==> config.mk <==
export PLATFORM = sky130hd
export DESIGN_NAME = mod_reduce
export DESIGN_NICKNAME = d
export VERILOG_FILES = /design/src/rtl/mod_reduce.sv
export SDC_FILE = /design/constraint.sdc
export NUM_CORES = 1
export LEC_CHECK = 0
export CORE_MARGIN = 4
export CORE_UTILIZATION = 40
export CTS_CLUSTER_SIZE = 30
export DETAILED_ROUTE_END_ITERATION = 7
export DONT_BUFFER_PORTS = 1
export SETUP_SLACK_MARGIN = 0.3
export SYNTH_ARGS = -nofsm -noshare
export SYNTH_HDL_FRONTEND = slang
export SYNTH_SLANG_ARGS = --single-unit
==> constraint.sdc <==
create_clock -name clk -period 2.75 [get_ports clk]
set_input_delay 0.55 -clock clk [delete_from_list [all_inputs] [get_ports clk]]
set_output_delay 0.55 -clock clk [all_outputs]
set_load 0.005 [all_outputs]
==> src/rtl/mod_reduce.sv <==
// rtl/mod_reduce.sv - sequential restoring shift-subtract modular reduction stage
//
// Purpose: reduces a SIZE-bit product modulo a SIZE/2-bit modulus, one product
// bit per clock, and emits the SIZE/2-bit residue on a valid/ready stream.
//
// Ports:
//   clk            clock, all state changes on the rising edge
//   rst            asynchronous active-high reset
//   input_tdata    SIZE-bit product to reduce
//   input_tvalid   product valid
//   input_tready   block is idle and can accept a product
//   modulus        SIZE/2-bit modulus, sampled only on the input handshake edge
//   output_tdata   SIZE/2-bit residue (registered)
//   output_tvalid  residue valid
//   output_tready  downstream accepts the residue
module mod_reduce #(
  parameter int SIZE = 32
) (
  input  logic              clk,
  input  logic              rst,
  input  logic [SIZE-1:0]   input_tdata,
  input  logic              input_tvalid,
  output logic              input_tready,
  input  logic [SIZE/2-1:0] modulus,
  output logic [SIZE/2-1:0] output_tdata,
  output logic              output_tvalid,
  input  logic              output_tready
);

  localparam int HALF = SIZE / 2;
  localparam int CW   = $clog2(SIZE);

  typedef enum logic [1:0] {
    IDLE,
    REDUCE,
    DONE
  } state_t;

  state_t            r_state;
  state_t            w_state_next;

  logic [SIZE-1:0]   r_p;
  logic [HALF-1:0]   r_m;
  logic [HALF:0]     r_r;
  logic [CW-1:0]     r_cnt;
  logic              r_mod_zero;
  logic [HALF-1:0]   r_out;

  logic [HALF:0]     w_t;
  logic              w_ge;
  logic [HALF:0]     w_r_next;
  logic              w_accept;
  logic              w_last;
  logic              w_unused_r_msb;

  // Shift the next product bit into the remainder. Since R < M always holds
  // for a non-zero modulus, only R's low HALF bits are significant here.
  assign w_t      = {r_r[HALF-1:0], r_p[SIZE-1]};
  assign w_ge     = (w_t >= {1'b0, r_m});
  assign w_r_next = w_ge ? (w_t - {1'b0, r_m}) : w_t;

  assign w_accept = (r_state == IDLE) && input_tvalid;
  assign w_last   = (r_state == REDUCE) && (r_cnt == CW'(SIZE - 1));

  // R's top bit can only be set when the modulus is zero, and that result is
  // discarded, so it never feeds back into the next iteration.
  assign w_unused_r_msb = r_r[HALF];

  always_ff @(posedge clk or posedge rst) begin
    if (rst) begin
      r_state <= IDLE;
    end else begin
      r_state <= w_state_next;
    end
  end

  always_comb begin
    w_state_next  = r_state;
    input_tready  = 1'b0;
    output_tvalid = 1'b0;
    case (r_state)
      IDLE: begin
        input_tready = 1'b1;
        if (input_tvalid) begin
          w_state_next = REDUCE;
        end
      end
      REDUCE: begin
        if (w_last) begin
          w_state_next = DONE;
        end
      end
      DONE: begin
        output_tvalid = 1'b1;
        if (output_tready) begin
          w_state_next = IDLE;
        end
      end
      default: begin
        w_state_next = IDLE;
      end
    endcase
  end

  always_ff @(posedge clk or posedge rst) begin
    if (rst) begin
      r_p        <= '0;
      r_m        <= '0;
      r_r        <= '0;
      r_cnt      <= '0;
      r_mod_zero <= 1'b0;
      r_out      <= '0;
    end else begin
      if (w_accept) begin
        r_p        <= input_tdata;
        r_m        <= modulus;
        r_r        <= '0;
        r_cnt      <= '0;
        r_mod_zero <= (modulus == '0);
      end else if (r_state == REDUCE) begin
        r_r   <= w_r_next;
        r_p   <= r_p << 1;
        r_cnt <= r_cnt + CW'(1);
        // The residue register is loaded on the final iteration so it is
        // already stable on the edge where output_tvalid rises.
        if (w_last) begin
          r_out <= r_mod_zero ? '0 : w_r_next[HALF-1:0];
        end
      end
    end
  end

  assign output_tdata = r_out;

endmodule

== After elaboration in Yosys (flattened, before gate mapping) ==
Cells that the tools add are included.

* Memory bits (read-only): 0
* Bits in writable memories: 0
* Word-level logic and storage cells: 38
* Memories: 0
* Bits in latches: 0
* Flip-flop bits (word level): 88
* Input port bits: 52

* Equality and inequality tests: 6
* Multiply operators: 0
* $lt $le $gt $ge: 1
* Bitwise operators: 1
* Mux-type cells: 14
* Shift-type cells: 0
* Div/mod/pow operators: 0
* $add $sub $neg: 2
* Reduce and logical (&&, ||, !) cells: 7

{| class="wikitable"
|+ Operators with widths
! cell !! number
|-
| 16-bit 2-to-1 mux || 4
|-
| 32-bit 2-to-1 mux || 2
|-
| 17-bit by 16-bit >= comparator with 1-bit output || 1
|-
| 16-bit logical NOT || 1
|-
| 16-bit subtractor || 1
|-
| 5-bit 2-to-1 mux || 2
|-
| 2-bit 2-to-1 mux || 3
|-
| 2-bit != test, second input constant || 3
|-
| 2-bit one-hot mux with 3 select lines || 1
|-
| 3-bit AND reduction || 2
|-
| 5-bit by 1-bit adder with 5-bit output, second input constant || 1
|-
| 5-bit == test, second input constant || 1
|-
| 2-bit by 1-bit == test with 1-bit output, second input constant || 1
|-
| 2-bit == test, second input constant || 1
|-
| 1-bit logical AND || 2
|-
| 2-bit logical NOT || 1
|-
| 1-bit 2-to-1 mux || 2
|-
| 2-bit nonzero test || 1
|-
| 1-bit NOT || 1
|}

== Longest topological paths before layout ==
* Depth in word-level cells: 4
* Gate-level depth with buffers: 10
* Gate-level depth less buffers: 10

== Worst setup path after synthesis ==
Ideal clock, no wire load.

* Path kind: register -> register
* From: register r_r[7]
* To: register r_out[13], in the netlist output_tdata[13]
* Stages on the path, launching flop included: 8
* Path buffers: 0
* Library setup time: 87 ps
* Arrival time: 2173 ps
* Required time: 2663 ps
* Period minus slack after synthesis: 2260 ps
* Slack: 490 ps
* Cell sequence: dfrtp_1 > ha_1 > a21o_1 > a211oi_1 > o21bai_1 > o31a_1 > or4b_1 > o211ai_1

* Cells in the longest elaborated chain, start to end: 3
* Elaborated cells between the ends (all ways): 4
* Those cells by class: add/sub (1); order compare (1); mux (2)

{| class="wikitable"
|+ RTL lines
! what !! line !! RTL
|-
| start, declared || 44 || <nowiki>logic [HALF:0] r_r;</nowiki>
|-
| start signal, assigned || 121 || <nowiki>r_r <= w_r_next;</nowiki>
|-
| 16-bit subtractor or 17-bit by 16-bit >= comparator with 1-bit output (tied branches) || 60, 59 ||
|-
| 16-bit 2-to-1 mux (*) || 60 || <nowiki>assign w_r_next = w_ge ? (w_t - {1'b0, r_m}) : w_t;</nowiki>
|-
| 16-bit 2-to-1 mux (*) || 127 || <nowiki>r_out <= r_mod_zero ? '0 : w_r_next[HALF-1:0];</nowiki>
|-
| end signal, assigned || 127 ||
|-
| end, declared || 47 || <nowiki>logic [HALF-1:0] r_out;</nowiki>
|}

Every way passes the cells marked *; elsewhere a longest branch is shown, timed or not.
A chain may end at the register's enable or synchronous reset.

== Worst setup path after layout ==
* From: register r_r[0]
* To: register r_r[11]

* Cells in the longest elaborated chain, start to end: 4
* Elaborated cells between the ends (all ways): 5
* Those cells by class: add/sub (1); order compare (1); mux (3)

{| class="wikitable"
|+ RTL lines
! what !! line !! RTL
|-
| 16-bit subtractor or 17-bit by 16-bit >= comparator with 1-bit output (tied branches) || 60, 59 ||
|-
| 16-bit 2-to-1 mux (*) || 60 ||
|-
| 16-bit 2-to-1 mux (*) || 120 || <nowiki>end else if (r_state == REDUCE) begin</nowiki>
|-
| 16-bit 2-to-1 mux (*) || 114 || <nowiki>if (w_accept) begin</nowiki>
|}

Every way passes the cells marked *; elsewhere a longest branch is shown, timed or not. The select of a mux whose other input is x is not followed.

==> results by stage <==
Power:
- The clock network fraction of design power is 0.143.
- VDD sags by at most 0.9242 mV.
- The share of total power in combinational logic is 0.624.
- The static leakage power is 0.002519 µW.
- Of the total power, the share spent switching nets is 0.4069.
- Summed over all nets, the switching power comes to 4024 µW.
- The share of total power dissipated in sequential elements is 0.233.
- The total power divided by cell area is 1743 mW/mm².
- The post-layout total power is 9888 µW.
- The cell internal power dissipation is 5864 µW.

Setup path:
- The kind of cell with the highest combined delay along the critical path is compound AO/OA/AOI/OAI gates.
- Walking the worst path, the cells encountered are ha_4, nand2b_1, a211o_1, a2111oi_0, a211oi_2, mux2i_4, o21ai_1.
- The data arrival at the endpoint of the critical path is 2670 ps.
- The required time of the worst setup path is 2950 ps.
- The cell type of the slowest stage on the worst timing path is sky130_fd_sc_hd__a2111oi_0.
- The type of element capturing the critical path is a flip-flop.
- The kind of critical path is flip-flop to flip-flop.
- The number of buffer and inverter instances along the worst setup path is 0.
- STA classifies the critical path startpoint as a flip-flop.
- On the worst path, the slowest cell contributes a delay of 680 ps.
- The top fanout value on the critical path is 5.

STA:
- The worst pin sits at a relative slew slack of 0.4633.
- The worst-margin pin slew is 803.1 ps.
- The number of slew-limit violations in the final report came to 0.
- Setup repair after global routing could not meet its margin everywhere.
- After layout, the minimum clock period comes to 2479 ps.
- The final critical-path setup slack is 271.1 ps.
- On the final layout, the worst clock skew is 5.024 ps.
- The share of the clock period used by the worst path after layout is 0.9014.
- The number of failing hold endpoints at the final stage is 0.
- The final sum of negative setup slack is 0 ps.
- The total of endpoints with negative setup slack in the final report is 0.
- The top achievable clock speed is 0.4034 GHz.

Layout:
- In the final layout, the share of cells above drive strength 1 is 0.2057.
- Summing all multi-input logic gate instances after layout gives 0.002514 mm².
- Compared with the post-synthesis result, the final layout area differs by 23.98%.
- The flip-flop and latch area is 0.002208 mm².
- After filler insertion, the fill cell instance count of the layout stands at 1016.
- The repair_antennas step left the layout with diodes totalling 0.
- The library cell used most frequently in the layout, excluding fill and tap cells, is sky130_fd_sc_hd__nand2_1.
- In the final design database the tool counted 596 nets.
- The library cells used most frequently in the layout, excluding fill and tap cells, are 116 x sky130_fd_sc_hd__nand2_1, 83 x sky130_fd_sc_hd__dfrtp_1, 43 x sky130_fd_sc_hd__o21ai_0.
- The final cell utilization of the core is 0.5143.

Synth:
- Synthesis produced a netlist whose cell count is 505.
- The most instantiated flip-flop cell in the synthesis netlist is sky130_fd_sc_hd__dfrtp_1.
- The register bit count reported by yosys is 88.
- The number of nets in the synthesized netlist is 576.
- After synthesis, the share of flip-flops with an asynchronous set or reset is 1.000.
- Yosys mapped the design onto 50 distinct sky130hd cell types.
- The summed instance area of the synthesized netlist is 0.004576 mm².
- Of the synthesized area, sequential elements account for 0.4813.
- For this run, the number of Yosys warnings is 0.
- Averaged over all synthesized cells, the footprint is 9.061 µm².
- Yosys mapped a number of flops with a built-in enable equal to 0.

Place:
- The count of input and output buffers is 0.
- The global placement routability congestion is 0.8877.
- At the placement stage, the worst setup path has a slack of 146.6 ps.
- The placed wire-length estimate after detailed placement is 7.872 mm.

Route:
- The count of TritonRoute iterations in the first routing pass is 5.
- Using the TritonRoute via totals, the vias-per-cell ratio works out to 5.676.
- The detail route stage leaves a number of antenna-violating nets equal to 0.
- The average wire per standard cell is 18.13 µm.
- In the routed design, unresolved DRC markers number 0.
- For this block, the initial DRC count from the detailed router was 177.
- The via total after detailed routing is 3803.
- The post-detailed-routing wire length is 12.15 mm.

Floorplan:
- For this design the top-level I/O count stands at 70.
- The initial utilization of the core area, before any placement, comes to 0.4148.
- The number of placement rows is 38.
- The die boundary width is 115.0 µm.
- The floorplan die area is 0.01321 mm².
- The floorplan step set the die height to 115.0 µm.
- The core outline area is 0.01103 mm².

Global route:
- The number of global-route vias before repair was 3872.
- The overall fraction of global-route tracks in use is 0.1808.
- The pin count of the biggest net entering global routing is 58.
- The initial antenna violation count is 0.
- The total overflow left after global routing is 0.
- The first-pass GRT wire length is 19.00 mm.

Hold path:
- The type of the tightest min-delay check is input pin to asynchronous set/reset pin.

Flow run:
- Max-cap violations in this run came to 0.

CTS:
- The TritonCTS clock tree is built.
- The master cell of the clock root buffer is sky130_fd_sc_hd__clkbuf_16.
- No sink is reached through more buffers than the 2 on the longest clock path.
- The clock insertion delay at the later pin of the skew report is 340 ps.
- CTS saw 88 sinks.
- The H-tree was split into 3 levels.
- Clock tree synthesis inserted a total of 9 buffers.
- Clock-pin slew was measured on the worst setup and hold paths at 60 ps.

Status:
- The run finished with clean final reports.
[flip-flops by register name (all words and copies together) (netlist names)]
| name | flops |
|---|---|
| output_tdata | 16 |
| r_cnt | 5 |
| r_m | 16 |
| r_mod_zero | 1 |
| r_p | 32 |
| r_r | 16 |
| r_state | 2 |
[kinds of logic (layout without fill, tap and decap cells)]
logic type / Yosys count / in the layout / share of synthesized area
AOI/OAI and AO/OA: 135 / 135 / 0.1884
xor gates and xnor gates: 10 / 10 / 0.01914
adders and majority gates: 19 / 19 / 0.05360
buffers and inverters: 51 / 76 / 0.04348
DFF: 88 / 88 / 0.4813
muxes: 13 / 13 / 0.02871
and+or+nand+nor: 189 / 189 / 0.1854
[final timing paths]
| check | startpoint | slack [ps] | end | cells after the start |
|---|---|---|---|---|
| max | r_r[0] | 270 | r_r[11] | 7 |
| min | rst | 170 | r_p[8] | 1 |
| max reg2reg | r_r[0] | 270 | r_r[11] | 7 |
| min reg2reg | r_p[27] | 480 | r_p[27] | 2 |
| max in group asynchronous | rst | 1840 | r_r[8] | 2 |
| min in group clk | modulus[0] | 320 | r_m[0] | 2 |
[synth_stat cells (3+ instances only)]
| cell | n | area share |
|---|---|---|
| sky130_fd_sc_hd__and3_1 | 3 | 0.0041 |
| sky130_fd_sc_hd__nand3_1 | 21 | 0.023 |
| sky130_fd_sc_hd__o211ai_1 | 4 | 0.0066 |
| sky130_fd_sc_hd__nor3_1 | 4 | 0.0044 |
| sky130_fd_sc_hd__nand4_1 | 5 | 0.0068 |
| sky130_fd_sc_hd__xnor2_1 | 3 | 0.0057 |
| sky130_fd_sc_hd__nand2_1 | 117 | 0.096 |
| sky130_fd_sc_hd__nor2_1 | 11 | 0.0090 |
| sky130_fd_sc_hd__nor4_1 | 5 | 0.0068 |
| sky130_fd_sc_hd__a21oi_1 | 10 | 0.011 |
| sky130_fd_sc_hd__a21o_1 | 6 | 0.0098 |
| sky130_fd_sc_hd__mux2i_1 | 12 | 0.026 |
| sky130_fd_sc_hd__inv_1 | 22 | 0.018 |
| sky130_fd_sc_hd__clkbuf_1 | 24 | 0.020 |
| sky130_fd_sc_hd__o21ai_0 | 58 | 0.063 |
| sky130_fd_sc_hd__xor2_1 | 7 | 0.013 |
| sky130_fd_sc_hd__ha_1 | 18 | 0.049 |
| sky130_fd_sc_hd__a22oi_1 | 30 | 0.049 |
| sky130_fd_sc_hd__or3_1 | 3 | 0.0041 |
| sky130_fd_sc_hd__a211oi_1 | 6 | 0.0098 |
| sky130_fd_sc_hd__buf_2 | 3 | 0.0033 |
| sky130_fd_sc_hd__nand2b_1 | 5 | 0.0068 |
| sky130_fd_sc_hd__and2_1 | 4 | 0.0055 |
| sky130_fd_sc_hd__dfrtp_1 | 88 | 0.48 |
| sky130_fd_sc_hd__o31ai_1 | 3 | 0.0049 |
[stage by stage]
stage / hold slack [ps] / instances / cell area [µm²]
2_1_floorplan: 446.3 / 505 / 4579
3_3_place_gp: 458.5 / 630 / 4762
3_5_place_dp: 463.3 / 630 / 4762
4_1_cts: 193.9 / 650 / 5215
5_1_grt: 216.6 / 670 / 5673
6_report: 170.4 / 670 / 5673
[timing repair]
action	in CTS	in global routing
hold buffers	0	0
endpoints found under the hold margin	0	0
buffers inserted	4	20
pin swaps	3	19
resized for setup	14	72
setup endpoints to repair	9	32
[layout make-up]
type / count / share of cell area
Clock buffer: 11 / 0.04279
Clock inverter: 5 / 0.01831
Inverter: 22 / 0.01522
Multi-Input combinational cell: 366 / 0.4431
Sequential cell: 88 / 0.3893
Tap cell: 140 / 0.03088
Timing Repair Buffer: 38 / 0.06043
[power by group through the flow]
stage | logic (µW) | clock network, µW | registers [µW]
global placement | 4010 | 0 | 2240
CTS | 4520 | 1450 | 2240
finish | 6170 | 1410 | 2300
floorplan | 3190 | 0 | 2150
detailed placement | 4090 | 0 | 2260
global route | 6680 | 1500 | 2370
[worst reg2reg max path: cells and delay by family, from the launching register on]
| family | cells | cell delay (ps) |
|---|---|---|
| flip-flops | 1 | 430 |
| AND/OR/NAND/NOR | 1 | 90 |
| AO/OA/AOI/OAI | 4 | 1290 |
| adder cells (fa/ha/maj) | 1 | 300 |
| multiplexers | 1 | 220 |
[metal layers]
layer | GRT usage | share of wire | vias up
met5 | 0 | 0 | -
met4 | 0.05164 | 0.0084 | 0
met3 | 0.05474 | 0.049 | 11
met2 | 0.3044 | 0.52 | 81
met1 | 0.2253 | 0.43 | 1892
li1 | - | - | 1819
No activity file was read; power rests on OpenSTA's default activity.
